File: src/rtl/mandel_pkg.sv
// Shared types and fixed-point helpers for the Mandelbrot iteration sequencer.
package mandel_pkg;

  localparam int MANDEL_BITS = 16;

  typedef enum logic [2:0] {
    ST_IDLE,
    ST_P_XX,
    ST_P_YY,
    ST_P_XY,
    ST_DONE
  } state_t;

  // Product width: operands are Q3.(b-3), products are kept as Q6.(b-2).
  function automatic int prod_w(input int bits);
    return bits + 4;
  endfunction

  // Width used for sums and z updates so that nothing wraps before clamping.
  function automatic int sum_w(input int bits);
    return bits + 5;
  endfunction

  // 4.0 expressed in the product format.
  function automatic longint esc_thresh(input int bits);
    return longint'(1) << bits;
  endfunction

  // Clamp limits for z in Q3.(b-3): [-4, 4 - lsb].
  function automatic longint clamp_hi(input int bits);
    return (longint'(1) << (bits - 1)) - 1;
  endfunction

  function automatic longint clamp_lo(input int bits);
    return -(longint'(1) << (bits - 1));
  endfunction

  localparam longint ESC_THRESH = esc_thresh(MANDEL_BITS);

endpackage

File: src/rtl/mandel_iter_sched_mul.sv
// Combinational signed multiplier; the product is truncated to Q6.(BITS-2).
module approx_mul
  import mandel_pkg::*;
#(
  parameter int BITS = 16
) (
  input  logic signed [BITS-1:0] a,
  input  logic signed [BITS-1:0] b,
  output logic signed [BITS+3:0] p
);

  localparam int PW = prod_w(BITS);

  logic signed [2*BITS-1:0] full;

  assign full = a * b;
  // Drop BITS-4 fractional bits by arithmetic shift (floor truncation).
  assign p = PW'(full >>> (BITS - 4));

endmodule

File: src/rtl/mandel_iter_sched.sv
// Evaluates one Mandelbrot point, sharing a single multiplier across
// x*x, y*y and x*y, with escape detection and z saturation.
//
//  state   | meaning
//  --------+-----------------------------------------------
//  IDLE    | waiting for a c-value; in_ready high
//  P_XX    | x*x registered into xx
//  P_YY    | y*y registered into yy
//  P_XY    | x*y formed, escape check, z update or finish
//  DONE    | result held until out_ready
module mandel_iter_sched
  import mandel_pkg::*;
#(
  parameter int BITS      = 16,
  parameter int ITER_BITS = 8
) (
  input  logic                 clk,
  input  logic                 rst_n,
  input  logic                 in_valid,
  output logic                 in_ready,
  input  logic [BITS-1:0]      cr,
  input  logic [BITS-1:0]      ci,
  input  logic [ITER_BITS-1:0] max_iter,
  output logic                 out_valid,
  input  logic                 out_ready,
  output logic [ITER_BITS-1:0] out_iter,
  output logic                 out_escaped
);

  localparam int PW = prod_w(BITS);
  localparam int SW = sum_w(BITS);
  localparam logic signed [SW-1:0] THRESH = SW'(esc_thresh(BITS));
  localparam logic signed [SW-1:0] CL_HI  = SW'(clamp_hi(BITS));
  localparam logic signed [SW-1:0] CL_LO  = SW'(clamp_lo(BITS));
  localparam logic signed [BITS-1:0] Q_HI = BITS'(clamp_hi(BITS));
  localparam logic signed [BITS-1:0] Q_LO = BITS'(clamp_lo(BITS));

  state_t state, state_nxt;

  logic signed [BITS-1:0] x, y, cr_q, ci_q;
  logic signed [BITS-1:0] mul_a, mul_b, x_nxt, y_nxt;
  logic signed [PW-1:0]   xx, yy, prod;
  logic signed [SW-1:0]   xx_e, yy_e, prod_e, cr_e, ci_e;
  logic signed [SW-1:0]   mag, diff, x_raw, y_raw;
  logic [ITER_BITS-1:0]   iter, lim_q, lim_in;
  logic [ITER_BITS:0]     iter_inc;
  logic                   escape, at_limit;

  approx_mul #(.BITS(BITS)) u_mul (
    .a (mul_a),
    .b (mul_b),
    .p (prod)
  );

  // State register.
  always_ff @(posedge clk or negedge rst_n) begin
    if (!rst_n) state <= ST_IDLE;
    else        state <= state_nxt;
  end

  // Next-state logic.
  always_comb begin
    state_nxt = state;
    case (state)
      ST_IDLE: if (in_valid) state_nxt = ST_P_XX;
      ST_P_XX: state_nxt = ST_P_YY;
      ST_P_YY: state_nxt = ST_P_XY;
      ST_P_XY: state_nxt = (escape || at_limit) ? ST_DONE : ST_P_XX;
      ST_DONE: if (out_ready) state_nxt = ST_IDLE;
      default: state_nxt = ST_IDLE;
    endcase
  end

  // Handshake outputs and multiplier operand selection.
  always_comb begin
    in_ready  = 1'b0;
    out_valid = 1'b0;
    mul_a     = x;
    mul_b     = y;
    case (state)
      ST_IDLE: in_ready = 1'b1;
      ST_P_XX: mul_b = x;
      ST_P_YY: mul_a = y;
      ST_DONE: out_valid = 1'b1;
      default: ;
    endcase
  end

  // Escape test and z update, all in SW bits so nothing wraps before the clamp.
  always_comb begin
    xx_e   = {{(SW-PW){xx[PW-1]}}, xx};
    yy_e   = {{(SW-PW){yy[PW-1]}}, yy};
    prod_e = {{(SW-PW){prod[PW-1]}}, prod};
    cr_e   = {{(SW-BITS){cr_q[BITS-1]}}, cr_q};
    ci_e   = {{(SW-BITS){ci_q[BITS-1]}}, ci_q};
    mag    = xx_e + yy_e;
    escape = mag > THRESH;
    diff   = xx_e - yy_e;
    // Shifting by one moves from BITS-2 to BITS-3 fractional bits.
    x_raw  = (diff >>> 1) + cr_e;
    // xy raw read with one less fractional bit is exactly 2xy.
    y_raw  = prod_e + ci_e;
    if (x_raw > CL_HI)      x_nxt = Q_HI;
    else if (x_raw < CL_LO) x_nxt = Q_LO;
    else                    x_nxt = x_raw[BITS-1:0];
    if (y_raw > CL_HI)      y_nxt = Q_HI;
    else if (y_raw < CL_LO) y_nxt = Q_LO;
    else                    y_nxt = y_raw[BITS-1:0];
    iter_inc = {1'b0, iter} + 1'b1;
    at_limit = iter_inc == {1'b0, lim_q};
    lim_in   = (max_iter == '0) ? ITER_BITS'(1) : max_iter;
  end

  // Job capture, product registers, z state and result registers.
  always_ff @(posedge clk or negedge rst_n) begin
    if (!rst_n) begin
      cr_q        <= '0;
      ci_q        <= '0;
      lim_q       <= '0;
      x           <= '0;
      y           <= '0;
      xx          <= '0;
      yy          <= '0;
      iter        <= '0;
      out_iter    <= '0;
      out_escaped <= 1'b0;
    end else begin
      case (state)
        ST_IDLE: if (in_valid) begin
          cr_q  <= cr;
          ci_q  <= ci;
          lim_q <= lim_in;
          x     <= '0;
          y     <= '0;
          iter  <= '0;
        end
        ST_P_XX: xx <= prod;
        ST_P_YY: yy <= prod;
        ST_P_XY: begin
          if (escape) begin
            out_iter    <= iter;
            out_escaped <= 1'b1;
          end else begin
            x    <= x_nxt;
            y    <= y_nxt;
            iter <= iter_inc[ITER_BITS-1:0];
            if (at_limit) begin
              out_iter    <= lim_q;
              out_escaped <= 1'b0;
            end
          end
        end
        default: ;
      endcase
    end
  end

endmodule
File: config.mk
export PLATFORM = sky130hd
export DESIGN_NAME = mandel_iter_sched
export DESIGN_NICKNAME = d
export VERILOG_FILES = /design/src/rtl/mandel_pkg.sv /design/src/rtl/mandel_iter_sched_mul.sv /design/src/rtl/mandel_iter_sched.sv
export SDC_FILE = /design/constraint.sdc
export NUM_CORES = 1
export LEC_CHECK = 0
export BUFFER_PORTS_ARGS = -buffer_cell sky130_fd_sc_hd__buf_2
export CAP_MARGIN = 10
export CORE_ASPECT_RATIO = 1.75
export CORE_MARGIN = 2
export CORE_UTILIZATION = 40
export CTS_CLUSTER_SIZE = 10
export DETAILED_ROUTE_END_ITERATION = 12
export GPL_TIMING_DRIVEN = 0
export PLACE_DENSITY = 0.56
export SLEW_MARGIN = 20
export SYNTH_ARGS = -nofsm -noshare
export SYNTH_HDL_FRONTEND = slang
export SYNTH_SLANG_ARGS = --single-unit
File: constraint.sdc
create_clock -name clk -period 11.55 [get_ports clk]
set_clock_uncertainty 0.1 [all_clocks]
set_input_delay 0.5775 -clock clk [delete_from_list [all_inputs] [get_ports clk]]
set_output_delay 0.5775 -clock clk [all_outputs]
set_load 0.02 [all_outputs]
==> results of run 1 <==
-- area by class of cell --
type,instances,area share (%)
buffer,78,1.741
clock buffer,17,1.934
clock inverter,15,0.6031
inverter,362,6.179
multi-input combinational,1750,69.04
sequential,132,15.04
tap,660,3.755
timing repair buffer,62,1.707
-- layer usage --
metal | track usage [%] | up-vias | routed length, um
li1 | - | 7761 | -
met1 | 24.20 | 8332 | 21320
met2 | 50.76 | 433 | 36320
met3 | 2.410 | 228 | 1796
met4 | 20.38 | 0 | 5943
met5 | 0 | - | 0
-- how the worst max path moves through the flow --
stage	cells after the start	slack, ps	start	to
finish	35	320	state[1]	y[5]
global route	36	-10	state[1]	y[5]
CTS	35	40	state[1]	y[10]
detailed placement	38	-1740	state[2]	y[10]
global placement	38	-1720	state[2]	y[5]
floorplan	37	1450	state[2]	y[10]
-- sequential cells by signal, summed over array words and instances (netlist names) --
name / count
x: 16
state: 3
out_escaped: 1
cr_q: 16
out_iter: 8
y: 16
yy: 20
lim_q: 8
iter: 8
ci_q: 16
xx: 20
-- per-stage QoR --
| step | area, sq um | std cells | setup WS (ps) |
|---|---|---|---|
| floorplan | 19950 | 2323 | 1451 |
| global placement | 21050 | 3037 | -1723 |
| detailed placement | 21100 | 3038 | -1735 |
| CTS | 21800 | 3070 | 38.68 |
| global route | 21990 | 3076 | -10.57 |
| finish | 21990 | 3076 | 319.3 |
-- what timing repair did --
action | in CTS | in global routing
resized for setup | 35 | 25
pin swaps | 0 | 4
gates cloned | 0 | 0
setup buffers | 0 | 6
hold buffers | 1 | 0
setup endpoints to repair | 16 | 15
hold endpoints to repair | 39 | 0
-- cells by family after synthesis --
family	synth area share, %
AO/OA/AOI/OAI	13.67
adder cells (fa/ha/maj)	36.69
multiplexers	3.732
buffers and inverters	8.549
AND/OR/NAND/NOR	17.02
XOR/XNOR	3.776
flip-flops	16.56
-- placed cells by master, fill, tap and decap left out, types with 9 or more instances in the layout --
master	instances
nand2_1	388
inv_1	360
fa_1	265
nor2_1	178
ha_1	161
dfrtp_1	129
o21ai_0	104
a21oi_1	76
buf_2	68
xnor2_1	54
clkbuf_1	47
nand3_1	34
nor3_1	32
mux2_2	30
xor2_1	28
nor2b_1	28
a22oi_1	28
a21o_1	24
mux2i_1	22
a211oi_1	22
nand2b_1	19
and3_1	18
clkbuf_16	17
o211ai_1	16
o21bai_1	13
o21a_1	13
or3_1	13
mux2i_2	11
a311o_1	9
-- critical path, delay by kind of cell (launching register included) --
kind / cells / cell delay [ps]
flip-flops: 1 / 480
XOR/XNOR: 1 / 500
adder cells (fa/ha/maj): 8 / 3560
AND/OR/NAND/NOR: 5 / 1210
multiplexers: 1 / 530
buffers and inverters: 8 / 1240
AO/OA/AOI/OAI: 12 / 3430
==> impl_metrics.env, run 1 <==
export IMPL_status="finished clean"
export IMPL_relSlewSlack_pct=17.47
export IMPL_path_clk_slew_ps=70
export IMPL_drt_first_pass_iters=5
export IMPL_fp_dieArea_sq_um=51750
export IMPL_fmax_mhz=89.04
export IMPL_worstMarginPinSlew_ps=1203
export IMPL_start_kind="flop"
export IMPL_antenna_found_initial=0
export IMPL_grt_pass1_vias=18320
export IMPL_vias_per_cell=5.447
export IMPL_crit_path_end_kind="flop"
export IMPL_seq_area_frac_synth_pct=16.56
export IMPL_drv_slew=0
export IMPL_crit_type="flop to flop"
export IMPL_slowest_stage="o21ai_0"
export IMPL_slowest_delay_ps=610
export IMPL_path_common_cell="fa_1"
export IMPL_crit_path_max_fanout=10
export IMPL_drc=0
export IMPL_cp_data_required_time_ps=11760
export IMPL_drt_iter0_drc=746
export IMPL_cts_tree="built"
export IMPL_synth_edf_count=0
export IMPL_hp_class="primary input to flop"
export IMPL_min_period_ps=11230
export IMPL_hold_viol=0
export IMPL_dp_hpwl_um=55570
export IMPL_tns_ps=0
export IMPL_ys_ff_latch=132
export IMPL_core_area_sq_um=49460
export IMPL_clock_sinks=132
export IMPL_grt_pass1_wl_um=101800
export IMPL_antennaDiodeCount=0
export IMPL_min_to="cr_q[11]"
export IMPL_utilization_pct=44.46
export IMPL_ys_flop_type="dfrtp_1"
export IMPL_multiInputGateArea_sq_um=15180
export IMPL_drive_above_1_share_pct=8.692
export IMPL_die_x_um=172.8
export IMPL_ys_warn_count=0
export IMPL_cts_root_buf="clkbuf_16"
export IMPL_min_path_cells=3
export IMPL_totalWireLength_um=65380
export IMPL_timing_rr_start="state[1]"
export IMPL_io_pin_count=55
export IMPL_synthTopCellsByCount="nand2_1, inv_1, fa_1, nor2_1, ha_1"
export IMPL_syn_avg_cell_area_sq_um=8.588
export IMPL_htreeDepth=4
export IMPL_arrival_ps=11450
export IMPL_syn_area_sq_um=19950
export IMPL_synth_area_top_cells="fa_1, dfrtp_1, ha_1, nand2_1, inv_1"
export IMPL_nets=2873
export IMPL_syn_inst=2323
export IMPL_synth_top_cell_area_share_pct=26.59
export IMPL_grt_usage_pct=25.89
export IMPL_async_reset_ff_share_pct=100.0
export IMPL_die_h_um=299.4
export IMPL_initial_utilization_pct=40.34
export IMPL_insertion_delay_ps=450
export IMPL_setup_viol=0
export IMPL_overflow=0
export IMPL_n_fill_cell=5077
export IMPL_r2r_end="y[5]"
export IMPL_synthMostInstantiatedCell="nand2_1"
export IMPL_syn_to_final_growth_pct=10.24
export IMPL_gp_congestion=1.002
export IMPL_num_rows=108
export IMPL_yosysUniqueCellTypes=94
export IMPL_register_area_sq_um=3307
export IMPL_holdCritStartpoint="cr[11]"
export IMPL_cap_violations=0
export IMPL_grt_max_degree=94
export IMPL_port_buffer_count=54
export IMPL_syn_nets=2793
export IMPL_detail_route_wl_per_cell_um=21.25
export IMPL_finalCritPeriodShare_pct=97.24
export IMPL_final_antenna_net_count=0
export IMPL_yosys_area_top_type="fa_1"
export IMPL_timing_hold_ws_ps=215.2
export IMPL_cts_made_buffers=17
export IMPL_reg2regPathDepth=35
export IMPL_cts_path_max_buffers=2
export IMPL_vias=16750
export IMPL_timing_reg2reg_setup_slack_ps=320
Power of run 1 is not shown: default switching activity piles up to over one toggle a cycle in this logic, so the estimate is an artifact.
==> run 2: changes to the inputs <==
Settings changed: BUFFER_PORTS_ARGS -buffer_cell sky130_fd_sc_hd__buf_2 to -buffer_cell sky130_fd_sc_hd__buf_4, CORE_MARGIN 2 to 3, SLEW_MARGIN 20 to default.
==> run 2 against run 1 <==
Compared with the run above: non-clock buffer count is 1 higher; design area is 0.67% higher; final cell count is 0.16% lower; count of clock-buffer cells in the layout is 2 higher; sequential share of layout area is 0.099 points lower; via count is 0.30% higher; die area is 1.8% higher; critical endpoint is now y[6]; highest routed layer unchanged.
==> impl_metrics.env, run 2 (synthesis results as in run 1) <==
export IMPL_antennaDiodeCount=0
export IMPL_drv_slew=0
export IMPL_relSlewSlack_pct=14.27
export IMPL_clock_sinks=132
export IMPL_antenna_found_initial=0
export IMPL_overflow=0
export IMPL_drt_first_pass_iters=5
export IMPL_syn_to_final_growth_pct=10.97
export IMPL_hp_class="primary input to flop"
export IMPL_core_area_sq_um=49000
export IMPL_top_regs="xx: 20 flops, yy: 20 flops"
export IMPL_grt_max_degree=95
export IMPL_slowest_delay_ps=600
export IMPL_io_pin_count=55
export IMPL_crit_path_max_fanout=10
export IMPL_crit_path_end_kind="flop"
export IMPL_insertion_delay_ps=440
export IMPL_timing_reg2reg_setup_slack_ps=280
export IMPL_path_clk_slew_ps=70
export IMPL_final_common_cell="nand2_1"
export IMPL_crit_type="flop to flop"
export IMPL_cap_violations=0
export IMPL_port_buffer_count=54
export IMPL_gp_congestion=1.006
export IMPL_fmax_mhz=88.76
export IMPL_layout_common_cells="nand2_1, inv_1, fa_1"
export IMPL_die_x_um=174.8
export IMPL_start_kind="flop"
export IMPL_grt_usage_pct=25.69
export IMPL_dpl_cell_count=3033
export IMPL_grt_pass1_wl_um=103000
export IMPL_totalWireLength_um=66270
export IMPL_fp_dieArea_sq_um=52690
export IMPL_cts_made_buffers=17
export IMPL_setup_viol=0
export IMPL_initial_utilization_pct=40.71
export IMPL_hold_viol=0
export IMPL_cts_path_max_buffers=2
export IMPL_slowest_stage="fa_1"
export IMPL_vias=16800
export IMPL_min_period_ps=11270
export IMPL_finalCritPeriodShare_pct=97.55
export IMPL_status="finished clean"
export IMPL_rsz0062_at_grt="false"
export IMPL_drc=0
export IMPL_nets=2874
export IMPL_drt_iter0_drc=749
export IMPL_num_rows=107
export IMPL_path_common_cell="fa_1"
export IMPL_arrival_ps=11480
export IMPL_n_fill_cell=5022
export IMPL_dp_hpwl_um=55980
export IMPL_htreeDepth=4
export IMPL_cp_data_required_time_ps=11760
export IMPL_drive_above_1_share_pct=8.606
export IMPL_cts_tree="built"
export IMPL_worstMarginPinSlew_ps=1250
export IMPL_detail_route_wl_per_cell_um=21.58
export IMPL_vias_per_cell=5.472
export IMPL_grt_pass1_vias=18130
export IMPL_final_instance_count_excl_fill=3071
export IMPL_cts_root_buf="clkbuf_16"
export IMPL_die_h_um=301.4
export IMPL_final_antenna_net_count=0
-- run 2: final timing paths --
check	from	endpoint	depth (start not counted)
max	state[2]	y[6]	35
max reg2reg	state[2]	y[6]	35
min	cr[8]	cr_q[8]	3
min reg2reg	cr_q[0]	cr_q[0]	2
max in group asynchronous	rst_n	cr_q[0]	3
min in group asynchronous	rst_n	state[2]	2
-- run 2: routing by layer --
layer | part of all wire (%) | vias to the layer above | track usage (%)
met3 | 2.2 | 170 | 1.638
li1 | - | 7747 | -
met4 | 6.9 | 0 | 15.42
met5 | 0 | - | 0
met1 | 34 | 8526 | 24.96
met2 | 57 | 361 | 51.87
-- run 2: metrics by stage --
stage                     TNS, ps  setup WS [ps]  utilization [%]  cell area (sq um)  hold WS (ps)
after detailed placement   -26140          -1826            43.30              21220         379.1
final                           0          283.3            45.18              22140         220.1
after global placement     -24860          -1746            43.21              21170         378.9
after CTS                       0          2.455            44.85              21980         201.5
after floorplan                 0           1451                -              19950         181.9
after global routing            0          10.14            45.18              22140         225.7
-- run 2: worst max-delay path: cells and delay by family, from the launching register on --
kind	cells	cell delay, ps
AOI/OAI and AO/OA	10	3290
xor gates and xnor gates	1	250
adders and majority gates	8	3620
buffers and inverters	8	1160
DFF	1	490
muxes	1	460
and+or+nand+nor	7	1780
-- run 2: area by class of cell --
type                       instances  area (sq um)  area share, %
clock buffer                      19         452.9          2.046
buffer                            77         379.1          1.713
inverter                         362          1359          6.138
multi-input combinational       1750         15150          68.44
sequential                       132          3307          14.94
clock inverter                    13         146.4         0.6613
timing repair buffer              64         523.0          2.363
tap                              654         818.3          3.696
-- run 2: what timing repair did --
| item | CTS | global route |
|---|---|---|
| endpoints found under the hold margin | 38 | 0 |
| hold buffers | 1 | 0 |
| endpoints found under the setup margin | 16 | 15 |
| pin swaps | 0 | 3 |
| setup buffers | 0 | 7 |
| resized for setup | 39 | 23 |
Power of run 2 is left out for the same reason.
